--- config.mk ---
export PLATFORM = sky130hd
export DESIGN_NAME = lcd_text_sequencer
export DESIGN_NICKNAME = d
export VERILOG_FILES = /design/src/rtl/lcd_pkg.sv /design/src/rtl/lcd_char_buffer.sv /design/src/rtl/lcd_text_sequencer.sv
export SDC_FILE = /design/constraint.sdc
export NUM_CORES = 1
export LEC_CHECK = 0
export CORE_MARGIN = 2
export CORE_UTILIZATION = 45
export CTS_CLUSTER_SIZE = 20
export DETAILED_ROUTE_END_ITERATION = 8
export GPL_TIMING_DRIVEN = 0
export HOLD_SLACK_MARGIN = 0.12
export REMOVE_ABC_BUFFERS = 1
export SYNTH_ARGS = -nofsm -noshare
export SYNTH_HDL_FRONTEND = slang
export SYNTH_SLANG_ARGS = --single-unit
--- constraint.sdc ---
create_clock -name clk -period 5.9 [get_ports clk]
set_clock_uncertainty 0.05 [all_clocks]
set_input_delay 0.885 -clock clk [delete_from_list [all_inputs] [get_ports clk]]
set_output_delay 0.885 -clock clk [all_outputs]
set_load 0.01 [all_outputs]
--- src/rtl/lcd_pkg.sv ---
// Shared constants and types for the LCD text sequencer and its character buffer.
package lcd_pkg;

  // HD44780 "Set DDRAM address" opcode; the low 7 bits carry the address.
  localparam logic [7:0] CMD_SET_DDRAM = 8'h80;

  // Register-select encodings presented to the byte-level driver.
  localparam logic RS_CMD  = 1'b0;
  localparam logic RS_DATA = 1'b1;

  // Fill value for the character buffer after reset (ASCII space).
  localparam logic [7:0] DEFAULT_BLANK_CHAR = 8'h20;

  // Sequencer states: waiting for a dirty line, presenting the address
  // command, streaming the line's characters.
  typedef enum logic [1:0] {
    IDLE = 2'd0,
    CMD  = 2'd1,
    DATA = 2'd2
  } seq_state_t;

  // Build the Set-DDRAM command byte for a line base address.
  function automatic logic [7:0] ddram_cmd(input logic [7:0] base_addr);
    return CMD_SET_DDRAM | base_addr;
  endfunction

endpackage

--- src/rtl/lcd_char_buffer.sv ---
// Two-line character store: one synchronous write port, one combinational
// read port. Every cell is filled with the blank character on reset.
module lcd_char_buffer
  import lcd_pkg::*;
#(
  parameter int         COLS       = 16,
  parameter logic [7:0] BLANK_CHAR = DEFAULT_BLANK_CHAR
) (
  input  logic                     clk,
  input  logic                     rst,
  input  logic                     wr_en,
  input  logic                     wr_line,
  input  logic [$clog2(COLS)-1:0]  wr_col,
  input  logic [7:0]               wr_data,
  input  logic                     rd_line,
  input  logic [$clog2(COLS)-1:0]  rd_col,
  output logic [7:0]               rd_data
);

  logic [7:0] mem_r [0:1][0:COLS-1];

  // Character array: blank fill on reset, single-cell update on write.
  always_ff @(posedge clk or negedge rst) begin
    if (!rst) begin
      for (int l = 0; l < 2; l++) begin
        for (int c = 0; c < COLS; c++) begin
          mem_r[l][c] <= BLANK_CHAR;
        end
      end
    end else if (wr_en) begin
      mem_r[wr_line][wr_col] <= wr_data;
    end
  end

  assign rd_data = mem_r[rd_line][rd_col];

endmodule

--- src/rtl/lcd_text_sequencer.sv ---
// Streams changed display lines to the HD44780 byte driver: one Set-DDRAM
// command followed by COLS character bytes per line, over valid/ready.
module lcd_text_sequencer
  import lcd_pkg::*;
#(
  parameter int         COLS       = 16,
  parameter logic [7:0] LINE0_ADDR = 8'h00,
  parameter logic [7:0] LINE1_ADDR = 8'h40,
  parameter logic [7:0] BLANK_CHAR = DEFAULT_BLANK_CHAR
) (
  input  logic                      clk,
  input  logic                      rst,
  input  logic                      wr_en,
  input  logic [$clog2(COLS):0]     wr_addr,
  input  logic [7:0]                wr_data,
  input  logic                      refresh,
  output logic                      out_valid,
  input  logic                      out_ready,
  output logic                      out_rs,
  output logic [7:0]                out_data,
  output logic                      busy
);

  localparam int COL_W = $clog2(COLS);
  localparam logic [COL_W-1:0] LAST_COL = COL_W'(COLS - 1);

  seq_state_t       state_r, state_s;
  logic             line_r, line_s;
  logic [COL_W-1:0] col_r, col_s;
  logic [1:0]       dirty_r, dirty_s;
  logic [1:0]       clear_s, set_s;
  logic             out_valid_r, out_valid_s;
  logic             out_rs_r, out_rs_s;
  logic [7:0]       out_data_r, out_data_s;
  logic             busy_r, busy_s;
  logic             xfer_s;
  logic [COL_W-1:0] rd_col_s;
  logic [7:0]       rd_data_s;

  lcd_char_buffer #(
    .COLS       (COLS),
    .BLANK_CHAR (BLANK_CHAR)
  ) u_buf (
    .clk     (clk),
    .rst     (rst),
    .wr_en   (wr_en),
    .wr_line (wr_addr[COL_W]),
    .wr_col  (wr_addr[COL_W-1:0]),
    .wr_data (wr_data),
    .rd_line (line_r),
    .rd_col  (rd_col_s),
    .rd_data (rd_data_s)
  );

  assign xfer_s = out_valid_r & out_ready;

  // Read address: column 0 while the command is pending, otherwise the
  // column after the one currently presented (wraps harmlessly on the last).
  always_comb begin
    rd_col_s = '0;
    if (state_r == DATA) begin
      rd_col_s = col_r + COL_W'(1);
    end else begin
      rd_col_s = '0;
    end
  end

  // Dirty set requests from host writes and refresh pulses.
  always_comb begin
    set_s = 2'b00;
    if (refresh) begin
      set_s = 2'b11;
    end else begin
      set_s = 2'b00;
    end
    if (wr_en) begin
      set_s[wr_addr[COL_W]] = 1'b1;
    end else begin
      set_s = set_s;
    end
    // A set arriving in the same cycle as a clear must win.
    dirty_s = (dirty_r & ~clear_s) | set_s;
  end

  // Next-state and output-register logic; outputs hold while stalled.
  always_comb begin
    state_s     = state_r;
    line_s      = line_r;
    col_s       = col_r;
    clear_s     = 2'b00;
    out_valid_s = out_valid_r;
    out_rs_s    = out_rs_r;
    out_data_s  = out_data_r;

    case (state_r)
      IDLE: begin
        out_valid_s = 1'b0;
        if (dirty_r[0]) begin
          line_s      = 1'b0;
          clear_s     = 2'b01;
          out_rs_s    = RS_CMD;
          out_data_s  = ddram_cmd(LINE0_ADDR);
          out_valid_s = 1'b1;
          state_s     = CMD;
        end else if (dirty_r[1]) begin
          line_s      = 1'b1;
          clear_s     = 2'b10;
          out_rs_s    = RS_CMD;
          out_data_s  = ddram_cmd(LINE1_ADDR);
          out_valid_s = 1'b1;
          state_s     = CMD;
        end else begin
          state_s = IDLE;
        end
      end

      CMD: begin
        if (xfer_s) begin
          out_rs_s   = RS_DATA;
          out_data_s = rd_data_s;
          col_s      = '0;
          state_s    = DATA;
        end else begin
          state_s = CMD;
        end
      end

      DATA: begin
        if (xfer_s) begin
          if (col_r == LAST_COL) begin
            out_valid_s = 1'b0;
            state_s     = IDLE;
          end else begin
            col_s      = col_r + COL_W'(1);
            out_data_s = rd_data_s;
          end
        end else begin
          state_s = DATA;
        end
      end

      default: begin
        out_valid_s = 1'b0;
        state_s     = IDLE;
      end
    endcase

    busy_s = (state_s != IDLE);
  end

  // State, dirty flags and driver-facing output registers.
  always_ff @(posedge clk or negedge rst) begin
    if (!rst) begin
      state_r     <= IDLE;
      line_r      <= 1'b0;
      col_r       <= '0;
      dirty_r     <= 2'b11;
      out_valid_r <= 1'b0;
      out_rs_r    <= RS_CMD;
      out_data_r  <= 8'h00;
      busy_r      <= 1'b0;
    end else begin
      state_r     <= state_s;
      line_r      <= line_s;
      col_r       <= col_s;
      dirty_r     <= dirty_s;
      out_valid_r <= out_valid_s;
      out_rs_r    <= out_rs_s;
      out_data_r  <= out_data_s;
      busy_r      <= busy_s;
    end
  end

  assign out_valid = out_valid_r;
  assign out_rs    = out_rs_r;
  assign out_data  = out_data_r;
  assign busy      = busy_r;

endmodule

# Yosys cells after proc, flatten, opt, wreduce, memory -nomap -nowiden
# Cells that the tools add are included.
[totals]
register_bits = 276
out_inout_bits = 11
word_cells = 127
[op_classes]
addsub = 1
order_cmp = 8
eq_ne = 8
mux = 46
n_bitwise = 10
n_reduce_logical = 14
[ops]
columns = ["cell", "n"]
rows = [
  ["128-bit 2-to-1 mux", 4],
  ["256-bit bitwise mux", 1],
  ["128-bit demux with 1-bit select", 1],
  ["8-bit 2-to-1 mux", 8],
  ["8-bit binary-select mux with 4-bit select", 1],
  ["8-bit demux with 4-bit select", 1],
  ["8-bit one-hot mux with 3 select lines", 1],
  ["2-bit 2-to-1 mux", 8],
  ["4-bit 2-to-1 mux", 4],
  ["1-bit 2-to-1 mux", 12],
  ["5-bit >= comparator (second input constant)", 2],
  ["4-bit inverter with 5-bit output", 2],
  ["4-bit one-hot mux with 2 select lines", 1],
  ["2-bit nonzero test", 4],
  ["2-bit != test (second input constant)", 3],
  ["2-bit one-hot mux with 3 select lines", 1],
  ["3-bit AND reduction", 2],
  ["5-bit by 1-bit less-than comparator with 1-bit output (second input constant)", 1],
  ["5-bit AND reduction", 1],
  ["4-bit by 1-bit adder with 4-bit output (second input constant)", 1],
  ["4-bit equality test (second input constant)", 1],
  ["2-bit >= comparator (second input constant)", 2],
  ["1-bit inverter with 2-bit output", 2],
  ["2-bit OR", 2],
  ["other kinds (19)", 21],
]

# Depth between registers and ports, before layout
# Gate-level depths: netlist of the first run.
[depth]
ltp_word = 10
depth_mapped = 11

# By module
# A second synthesis of the first run with hierarchy kept.
[hier_totals]
hier_cells = 806
hier_area_um2 = 12812.3
[by_module_without_submodules]
columns = ["mod", "n_inst", "cells_each", "area_each_um2"]
rows = [
  ["lcd_char_buffer", 1, 706, 11741.3],
  ["lcd_text_sequencer", 1, 100, 1071.0],
]

# Least setup slack after synthesis of the first run
# OpenSTA, ideal clock, no wires.
[synth_timing]
kind = "input to register"
start = "input wr_addr[4]"
end = "register u_buf.mem_r[104] (netlist name)"
t_arrival_ns = 2.240
setup_slack_ns = 3.485
cell_stages = 6
n_path_buf = 2
path_cell_list = "buf_6 inv_2 or3_1 buf_2 nor3_4 mux2_2"
[synth_between]
elab_chain_cells = 6
elab_cells_between_ends = 7
classes_between = "2 x order compare; 3 x mux; 1 x bitwise; 1 x reduce/logical"
[synth_rtl]
columns = ["element", "line_no", "source"]
rows = [
  ["start, declared", "lcd_text_sequencer.sv:14", "input logic [$clog2(COLS):0] wr_addr,"],
  ["1-bit inverter with 2-bit output (implied by the code) (*)", "lcd_char_buffer.sv:31", "mem_r[wr_line][wr_col] <= wr_data;"],
  ["2-bit >= comparator (implied by the code) / 2-bit by 1-bit less-than comparator with 1-bit output (equally long branches)", "lcd_char_buffer.sv:31", ""],
  ["1-bit logical AND (implied by the code)", "lcd_char_buffer.sv:31", ""],
  ["128-bit 2-to-1 mux (implied by the code)", "lcd_char_buffer.sv:31", ""],
  ["128-bit demux with 1-bit select (*)", "lcd_char_buffer.sv:31", ""],
  ["256-bit bitwise mux (*)", "lcd_char_buffer.sv:31", ""],
  ["end signal, assigned by index", "lcd_char_buffer.sv:31", ""],
  ["end, declared", "lcd_char_buffer.sv:20", "logic [7:0] mem_r [0:1][0:COLS-1];"],
]
# Every way passes the cells marked *; elsewhere a longest branch is shown, timed or not.
# A chain may end at the register's enable or synchronous reset.

# Worst setup path in the final report of the first run
[layout_timing]
start = "register state_r[0]"
end = "register out_data_r[7], in the netlist out_data[7]"
[layout_between]
elab_chain_cells = 9
elab_cells_between_ends = 18
classes_between = "6 x eq/ne; 8 x mux; 1 x bitwise; 3 x reduce/logical"
[layout_rtl]
columns = ["element", "line_no", "source"]
rows = [
  ["start, declared", "lcd_text_sequencer.sv:27", "seq_state_t state_r, state_s;"],
  ["start signal, assigned", "lcd_text_sequencer.sv:163", "state_r <= state_s;"],
  ["2-bit equality test", "lcd_text_sequencer.sv:61, lcd_text_sequencer.sv:95", ""],
  ["4-bit 2-to-1 mux", "lcd_text_sequencer.sv:61", "if (state_r == DATA) begin"],
  ["4-bit inverter with 5-bit output (implied by the code)", "lcd_char_buffer.sv:35", "assign rd_data = mem_r[rd_line][rd_col];"],
  ["8-bit binary-select mux with 4-bit select", "lcd_char_buffer.sv:35", ""],
  ["8-bit 2-to-1 mux (implied by the code) (2 in series)", "lcd_char_buffer.sv:35", ""],
  ["8-bit 2-to-1 mux", "lcd_text_sequencer.sv:130", "if (col_r == LAST_COL) begin"],
  ["8-bit 2-to-1 mux", "lcd_text_sequencer.sv:129", "if (xfer_s) begin"],
  ["8-bit one-hot mux with 3 select lines", "lcd_text_sequencer.sv:95", "case (state_r)"],
  ["end signal, assigned", "lcd_text_sequencer.sv:169", "out_data_r <= out_data_s;"],
  ["end, declared", "lcd_text_sequencer.sv:34", "logic [7:0] out_data_r, out_data_s;"],
]
# Parallel ways exist; a longest one is shown, timed or not. The select of a mux whose other input is x is not followed.

==> results.toml, run 1 <==
[outcome]
status = "complete, no violations"

[die]
die_h_microns = 172.7
fp.dieW_microns = 172.7
dieArea_sq_um = 29810
io_pins = 29
row_count = 61
start_util_pct = 45.83
core_area_sq_um = 27930

[clock_network]
cts.sinks = 276
clockBufferDepth = 3
post_cts_buffers = 0
root_buffer = "clkbuf_16"
cts_tree = "done"
clkLatencyLatePin_ns = 0.55
clk_pin_slew_ns = 0.06
htreeDepth = 1
ctsHoldBuffers = 0
cts_resized = 0
cts_inserted_buffers = 30

[sta]
max_freq_ghz = 0.2667
setup_viol = 0
rsz0062_at_grt = "no"
slew_headroom_pct = 7.278
hold_viol = 0
fin_crit_sh_pct = 63.56
finalCriticalPeriod_ns = 3.750
hold_ws_ns = 0.2936
worst_pin_slew_ns = 1.386
finalMaxSlewViolations = 0

[min_path]
min_path_type = "primary input to async pin"

[detailed_routing]
drt_iter0_drc = 346
ant_nets = 0
vias_per_cell = 5.848
wl_met3_microns = 1275
drcViolationCount = 0
met1_length_microns = 13970
wl_microns = 30330
first_pass_iters = 4
wl_per_cell_microns = 24.11
highest_layer = "met5"
met2_length_microns = 14620
num_vias = 7357

[place]
dp.cells = 1200
gp_congestion = 0.7920
dpl.hpwl_microns = 19500
portBuffers = 28

[worst_setup_path]
critPathMaxFanout = 25
criticalPathCategory = "flop to flop"
startpoint_type = "flop"
cp-startpoint = "state_r[0]"
r2r_cells = 10
crit_path_end = "out_data[7]"
regToRegEndpoint = "out_data[7]"
crit_arrival_ns = 4.10
worstPathRequired_ns = 6.25
crit_path_end_kind = "flop"
r2r_slack_ns = 2.15
regToRegStartpoint = "state_r[0]"

[finish]
seqCellArea_sq_um = 6953
final_cells = 1258
fill_cells = 2352
synthToLayoutAreaGrowth_pct = 12.21
final_core_util_pct = 51.42
multi_input_area_sq_um = 5545
fin_nets = 877
drive_gt1_share_pct = 48.18

[global_route]
grt_pass1_wl_microns = 48050
grt_pass1_vias = 7949
grt_overflow_total = 0
grt_max_degree = 107
antenna_found_initial = 3
grtUsageTotal_pct = 20.81

[yosys]
syn_area_sq_um = 12800
ys_seq_area_share_pct = 54.28
yosys_warnings = 0
synth_edf_count = 0
ys.flop_type = "dfrtp_1"
ys_seq_elements = 276
yosysUniqueCellTypes = 51
postSynthCellCount = 849
synth_area_leaders = "dfrtp_1 47%, mux2_2 23%, mux4_2 10%, dfstp_2 7.0%, a22oi_1 1.7%"
avgSynthCellArea_sq_um = 15.08
synth_top_area_share_pct = 47.30
synth_top_cell_by_area = "dfrtp_1"
async_reset_ff_share_pct = 100.0

[power_and_ir_drop]
peakVddDrop_mv = 0.2356
p_per_area_nw_per_um2 = 406.7
power.leakage_nw = 6.074
total_power_mw = 5.842

[flow_run]
cap_violations = 0
==> worst min path at each step <==
stage                                start          endpoint  slack (ns)  cells after the start
after floorplan           u_buf.mem_r[215]  u_buf.mem_r[215]        0.41                      1
after global placement    u_buf.mem_r[215]  u_buf.mem_r[215]        0.42                      1
after detailed placement  u_buf.mem_r[215]  u_buf.mem_r[215]        0.43                      1
after CTS                              rst  u_buf.mem_r[200]        0.34                      1
after global routing                   rst  u_buf.mem_r[224]        0.37                      1
final                                  rst  u_buf.mem_r[200]        0.29                      1
==> layer usage <==
| metal | GRT usage (%) | vias up |
|---|---|---|
| met1 | 29.55 | 3986 |
| li1 | - | 3195 |
| met3 | 3.452 | 32 |
| met4 | 4.273 | 2 |
| met2 | 34.10 | 142 |
| met5 | 0 | - |
==> per-stage QoR <==
step | TNS (ns) | area, sq um | worst slack [ns]
after floorplan | 0 | 12500 | 1.040
after global placement | -1809.36 | 13250 | -6.928
after detailed placement | 0 | 13400 | 2.220
after CTS | 0 | 14350 | 2.217
after global routing | 0 | 14360 | 2.024
final | 0 | 14370 | 2.150
==> critical path, cell delays in order, from the launching register on <==
cell and delay, ns:
dfrtp_1 0.42, inv_1 0.10, ha_1 0.57, nor2b_4 0.62, buf_12 0.28, buf_12 0.23, mux4_2 0.34, a22o_1 0.25
a221o_1 0.28, o21ai_0 0.35, a31oi_1 0.09
==> final cells by class <==
type	instances	share of cell area, %
clock inverter	3	0.2787
multi-input combinational	507	38.60
clock buffer	53	6.393
antenna	2	0.03484
tap	378	3.292
timing repair buffer	33	2.839
inverter	6	0.1568
sequential	276	48.40
==> synthesized netlist by cell type, types with 3 or more instances <==
cell type  count
buf_2         15
nor2_4         3
nor3_1         3
dfrtp_1      242
ha_1           5
nand2_1       23
buf_4          6
nand3_1        3
mux4_2        58
a211o_1        6
buf_6          5
a21oi_1       25
a31oi_1        4
clkbuf_1      34
nor4_4         3
mux2i_1        9
nor2_2         4
nor2_1        15
a22o_1         4
inv_1          5
nor3_2         3
mux2_2       260
nand2b_1       4
o21ai_0       10
a22oi_1       29
nand4_1        4
nor2b_1        6
dfstp_2       34
==> kinds of logic after synthesis <==
| family | synth area share, % |
|---|---|
| adders and majority gates | 0.4887 |
| and+or+nand+nor | 4.026 |
| xor gates and xnor gates | 0.1369 |
| muxes | 33.86 |
| DFF | 54.28 |
| AOI/OAI and AO/OA | 4.652 |
| buffers and inverters | 2.551 |
==> report_power, final <==
part	switching (mW)	leakage [nW]	internal (mW)
Combinational	0.625	2.16	0.826
Sequential	0.270	3.45	2.31
Clock	0.721	0.466	1.09
Total	1.62	6.07	4.23
==> state kept, by name (all words and copies together), names as in the netlist <==
register	cells
line_r	1
out_rs	1
col_r	4
busy	1
dirty_r	2
state_r	2
out_valid	1
out_data	8
u_buf.mem_r	256
==> layout by cell type, fill, tap and decap left out, types with 4 or more instances in the layout <==
cell,instances
a211o_1,6
nor2_1,13
nand2_1,23
nor2b_1,4
a22oi_1,29
a21oi_1,25
a31oi_1,4
clkbuf_16,31
ha_1,5
clkbuf_1,16
dfstp_2,34
dfrtp_1,241
nor2_2,6
mux4_2,58
nand2b_1,4
a22o_1,4
clkbuf_8,6
mux2i_1,9
clkdlybuf4s50_1,27
o21ai_0,10
nand4_1,4
mux2_2,260
inv_1,5
Power figures use the tool's default switching activity.
==> run 2, diff against run 1 <==
==> constraint.sdc (replaced) <==
create_clock -name clk -period 3.95 [get_ports clk]
set_clock_uncertainty 0.05 [all_clocks]
set_input_delay 0.5925 -clock clk [delete_from_list [all_inputs] [get_ports clk]]
set_output_delay 0.5925 -clock clk [all_outputs]
set_load 0.01 [all_outputs]
==> run 2 against run 1 <==
Against the previous run:
- non-clock buffer count rose by 1
- setup slack worse by 1.9 ns
- total power up 49%
- clock-buffer cell count stayed put
- worst hold slack better by 0.15 ns
- cell count is essentially flat
- register-to-register slack got worse by 1.9 ns
- die area is the same
- first-iteration DRC count fell by 0.29%
- flip-flop and latch count did not move
- sequential power grew 49%
- critical path type unchanged
==> results.toml, run 2 (synthesized netlist as in run 1, its figures left out) <==
[clock_network]
clkLatencyLatePin_ns = 0.55
clk_pin_slew_ns = 0.06
clockBufferDepth = 3
htreeDepth = 1
cts_resized = 0
ctsHoldBuffers = 1
cts_inserted_buffers = 30
root_buffer = "clkbuf_16"
post_cts_buffers = 0
cts.sinks = 276
cts_tree = "done"

[detailed_routing]
wl_per_cell_microns = 24.07
ant_nets = 0
drcViolationCount = 0
drt_iter0_drc = 345
vias_per_cell = 5.845
wl_microns = 30310
num_vias = 7359
first_pass_iters = 5

[min_path]
hp-start = "u_buf.mem_r[215]"
min_path_cells = 1
min_path_type = "flop to flop"
worstHoldEndpoint = "u_buf.mem_r[215]"

[worst_setup_path]
path_cells = "inv_1 -> ha_1 -> nor2b_4 -> buf_12 -> buf_12 -> mux4_2 -> a22o_1 -> a221o_1 -> o21ai_0 -> a31oi_1"
worstPathRequired_ns = 4.30
r2r_slack_ns = 0.22
critPathMaxStageDelay_ns = 0.61
regToRegEndpoint = "out_data[7]"
cpLargestDelayFamily = "compound AO/OA/AOI/OAI gates"
startpoint_type = "flop"
criticalPathCategory = "flop to flop"
r2r_cells = 10
crit_arrival_ns = 4.08
critPathMaxFanout = 25
worst_path_most_repeated_cell = "buf_12"
crit_path_top_delay_cell = "nor2b_4"
regToRegStartpoint = "state_r[0]"
crit_path_end_kind = "flop"
worst-path-buf-inv = 3

[finish]
final_cells = 1259
top_register = "u_buf.mem_r"
design_area_sq_um = 14380
synthToLayoutAreaGrowth_pct = 12.28
final_cell_mix = "260 x mux2_2, 241 x dfrtp_1, 58 x mux4_2"
largest_register_ff_count = 256
fin_nets = 878
final_common_cell = "mux2_2"
fill_cells = 2351
drive_gt1_share_pct = 48.12

[power_and_ir_drop]
peakVddDrop_mv = 0.3512
power.leakage_nw = 6.078
total_power_mw = 8.724
p_per_area_nw_per_um2 = 606.9

[die]
start_util_pct = 45.83
row_count = 61
io_pins = 29
die_h_microns = 172.7
core_area_sq_um = 27930
dieArea_sq_um = 29810
fp.dieW_microns = 172.7

[sta]
rsz0062_at_grt = "no"
max_freq_ghz = 0.2683
finalCriticalPeriod_ns = 3.727
hold_viol = 0
slew_headroom_pct = 7.970
setup_tns_ns = 0
hold_ws_ns = 0.4395
finalMaxSlewViolations = 0
worst_pin_slew_ns = 1.376
setup_viol = 0
fin_crit_sh_pct = 94.34

[place]
placed_cell_area_sq_um = 13400
gp_congestion = 0.7920
dpl.hpwl_microns = 19500
dp.cells = 1200
portBuffers = 28

[global_route]
grt_pass1_wl_microns = 48040
use_met2_pct = 34.09
antenna_found_initial = 3
busiest_layer = "met2"
grt_pass1_vias = 7947
met1_usage_pct = 29.55
grt_max_degree = 107
grt_overflow_total = 0
use_met3_pct = 3.452
grtUsageTotal_pct = 20.80

[flow_run]
cap_violations = 0

[outcome]
status = "complete, no violations"
-- run 2: cell types whose count changed in the layout (fill, tap and decap cells not counted) --
cell and delta:
dlygate4sd3_1 +1
-- run 2: power breakdown --
group          internal [mW]  switching, mW  leakage [nW]  total, mW
Clock                   1.62           1.08         0.466       2.70
Combinational           1.23          0.930          2.16       2.16
Sequential              3.46          0.404          3.45       3.86
-- run 2: worst max-delay path by stage --
| stage | slack [ns] | cells after the start | from | end |
|---|---|---|---|---|
| floorplan | -0.91 | 8 | state_r[0] | out_data[7] |
| global placement | -8.59 | 1 | rst | u_buf.mem_r[138] |
| detailed placement | 0.29 | 10 | state_r[0] | out_data[7] |
| CTS | 0.27 | 10 | state_r[0] | out_data[7] |
| global route | 0.07 | 10 | state_r[0] | out_data[7] |
| finish | 0.22 | 10 | state_r[0] | out_data[7] |
-- run 2: metrics by stage --
step | setup slack (ns) | utilization, %
floorplan | -0.9098 | -
global placement | -8.585 | 47.44
detailed placement | 0.2909 | 47.95
CTS | 0.2672 | 51.42
global route | 0.07408 | 51.44
finish | 0.2234 | 51.46
-- run 2: cell type report --
cell class              count  area (sq um)  area share (%)
diodes                      2         5.005         0.03482
inverters                   6         22.52          0.1567
clock inverters             3         40.04          0.2785
clock buffers              53         918.4           6.389
flip-flops and latches    276          6953           48.37
multi-input cells         507          5545           38.58
well taps                 378         473.0           3.290
repair buffers             34         417.9           2.907
-- run 2: layer usage --
| layer | up-vias | part of all wire (%) |
|---|---|---|
| li1 | 3196 | - |
| met1 | 3984 | 46 |
| met2 | 145 | 48 |
| met3 | 32 | 4.4 |
| met4 | 2 | 1.5 |
| met5 | - | 0.033 |
==> run 3, diff against run 2 <==
--- a/config.mk
+++ b/config.mk
@@ -9,8 +9,7 @@
 export CORE_UTILIZATION = 45
 export CTS_CLUSTER_SIZE = 20
 export DETAILED_ROUTE_END_ITERATION = 8
-export GPL_TIMING_DRIVEN = 0
-export HOLD_SLACK_MARGIN = 0.12
+export GPL_TIMING_DRIVEN = 1
 export REMOVE_ABC_BUFFERS = 1
 export SYNTH_ARGS = -nofsm -noshare
 export SYNTH_HDL_FRONTEND = slang
==> run 3 against run 2 <==
Against the previous run:
- the flow now finishes with violations (hold timing)
- sequential share of layout area decreased by 0.70 points
- via count increased by 2.3%
- flip-flop and latch count unchanged
- largest cell class unchanged
- non-clock buffer count increased by 22
- clock-buffer cell count decreased by 7
==> results.toml, run 3 (synthesized netlist as in run 1, its figures left out) <==
[place]
gp_congestion = 0.8776
dp.cells = 1223
portBuffers = 28
dpl.hpwl_microns = 20800

[finish]
n_antenna_cell = 0
fill_cells = 2305
top_register = "u_buf.mem_r"
largest_register_ff_count = 256
final_cell_mix = "260 x mux2_2, 241 x dfrtp_1, 58 x mux4_2"
final_common_cell = "mux2_2"
synthToLayoutAreaGrowth_pct = 13.94
fin_nets = 900
drive_gt1_share_pct = 50.06
final_cells = 1279
final_core_util_pct = 52.22

[min_path]
min_path_type = "primary input to async pin"

[worst_setup_path]
r2r_slack_ns = 1.03
worst_path_most_repeated_cell = "buf_4"
cp-startpoint = "state_r[0]"
crit_path_end = "out_data[2]"
regToRegStartpoint = "state_r[0]"
path_cells = "inv_1 -> ha_1 -> buf_4 -> nor2b_4 -> buf_4 -> mux4_2 -> a22oi_1 -> a21oi_1 -> a211o_1"
crit_path_top_delay_cell = "buf_4"
crit_path_end_kind = "flop"
worstPathRequired_ns = 4.33
regToRegEndpoint = "out_data[2]"
criticalPathCategory = "flop to flop"
startpoint_type = "flop"
critPathMaxFanout = 30
crit_arrival_ns = 3.29
critPathMaxStageDelay_ns = 0.43
r2r_cells = 9

[die]
die_h_microns = 172.7
io_pins = 29
core_area_sq_um = 27930
fp.dieW_microns = 172.7
dieArea_sq_um = 29810
start_util_pct = 45.83
row_count = 61

[power_and_ir_drop]
total_power_mw = 9.103
peakVddDrop_mv = 0.3952
power.leakage_nw = 6.232
p_per_area_nw_per_um2 = 624.1

[sta]
hold_ws_ns = -0.01892
fin_crit_sh_pct = 73.86
worst_pin_slew_ns = 1.181
hold_viol = 8
rsz0062_at_grt = "no"
max_freq_ghz = 0.3428
setup_viol = 0
finalMaxSlewViolations = 0
setup_tns_ns = 0
slew_headroom_pct = 21.00
finalCriticalPeriod_ns = 2.917

[detailed_routing]
drcViolationCount = 0
vias_per_cell = 5.884
num_vias = 7526
wl_microns = 31690
drt_iter0_drc = 535
first_pass_iters = 5
ant_nets = 0
wl_per_cell_microns = 24.78

[global_route]
grt_overflow_total = 0
grt_max_degree = 94
grtUsageTotal_pct = 21.69
grt_pass1_vias = 8137
antenna_found_initial = 0
grt_pass1_wl_microns = 49710

[clock_network]
clk_pin_slew_ns = 0.06
cts.sinks = 276
post_cts_buffers = 0
root_buffer = "clkbuf_16"
clkLatencyLatePin_ns = 0.55
cts_inserted_buffers = 30
ctsHoldBuffers = 0
clockBufferDepth = 3
cts_tree = "done"
cts_resized = 0
htreeDepth = 1

[outcome]
status = "finished, violations left"
violations = "hold timing"

[flow_run]
cap_violations = 0
run 3: cell count changes in the layout (fill, tap and decap cells not counted), sizes merged:
cell,before,now
clkinv,2,3
buf,6,29
clkinvlp,0,2
bufinv,1,5
dlygate4sd3,1,0
diode,2,0
clkbuf,53,46
run 3: power by group:
| group | switching, mW | total, mW | leakage, nW | internal (mW) |
|---|---|---|---|---|
| sequential | 0.453 | 3.91 | 3.45 | 3.46 |
| combinational | 0.926 | 2.16 | 2.25 | 1.24 |
| clock | 1.12 | 3.03 | 0.531 | 1.91 |
| total | 2.50 | 9.10 | 6.23 | 6.61 |
run 3: critical path: cells and delay by family (launching register included):
| kind | cells | cell delay (ns) |
|---|---|---|
| flops | 1 | 0.42 |
| buf+inv | 3 | 0.74 |
| mux | 1 | 0.39 |
| fa+ha+maj | 1 | 0.14 |
| compound gates | 3 | 0.84 |
| simple gates | 1 | 0.20 |
run 3: metal layers:
layer / global-route usage (%) / up-vias / wire (microns)
li1: - / 3225 / -
met1: 31.55 / 4064 / 14560
met3: 3.342 / 44 / 1502
met2: 34.57 / 193 / 14950
met4: 5.191 / 0 / 670
met5: 0 / - / 0
run 3: worst min path at each step:
stage                           from                to  slack [ns]
global route                     rst   u_buf.mem_r[75]        0.02
floorplan                        rst              busy        0.25
CTS                              rst  u_buf.mem_r[195]        0.02
global placement    u_buf.mem_r[215]  u_buf.mem_r[215]        0.42
detailed placement  u_buf.mem_r[183]  u_buf.mem_r[183]        0.44
finish                           rst  u_buf.mem_r[195]       -0.02
run 3: layout make-up:
| class | instances | area, sq um | share of cell area [%] |
|---|---|---|---|
| repair buffers | 56 | 508.0 | 3.483 |
| clock inverters | 10 | 183.9 | 1.261 |
| clock buffers | 46 | 912.1 | 6.253 |
| inverters | 6 | 22.52 | 0.1544 |
| flip-flops and latches | 276 | 6953 | 47.67 |
| multi-input cells | 507 | 5534 | 37.94 |
| well taps | 378 | 473.0 | 3.242 |
run 3: stage by stage:
stage	worst slack, ns	hold WS, ns	cell area [sq um]
floorplan	-0.9098	0.2469	12500
global placement	0.8705	0.4179	13490
detailed placement	0.7919	0.4397	13490
CTS	1.022	0.01587	14590
global route	0.8606	0.02320	14590
finish	1.033	-0.01892	14590
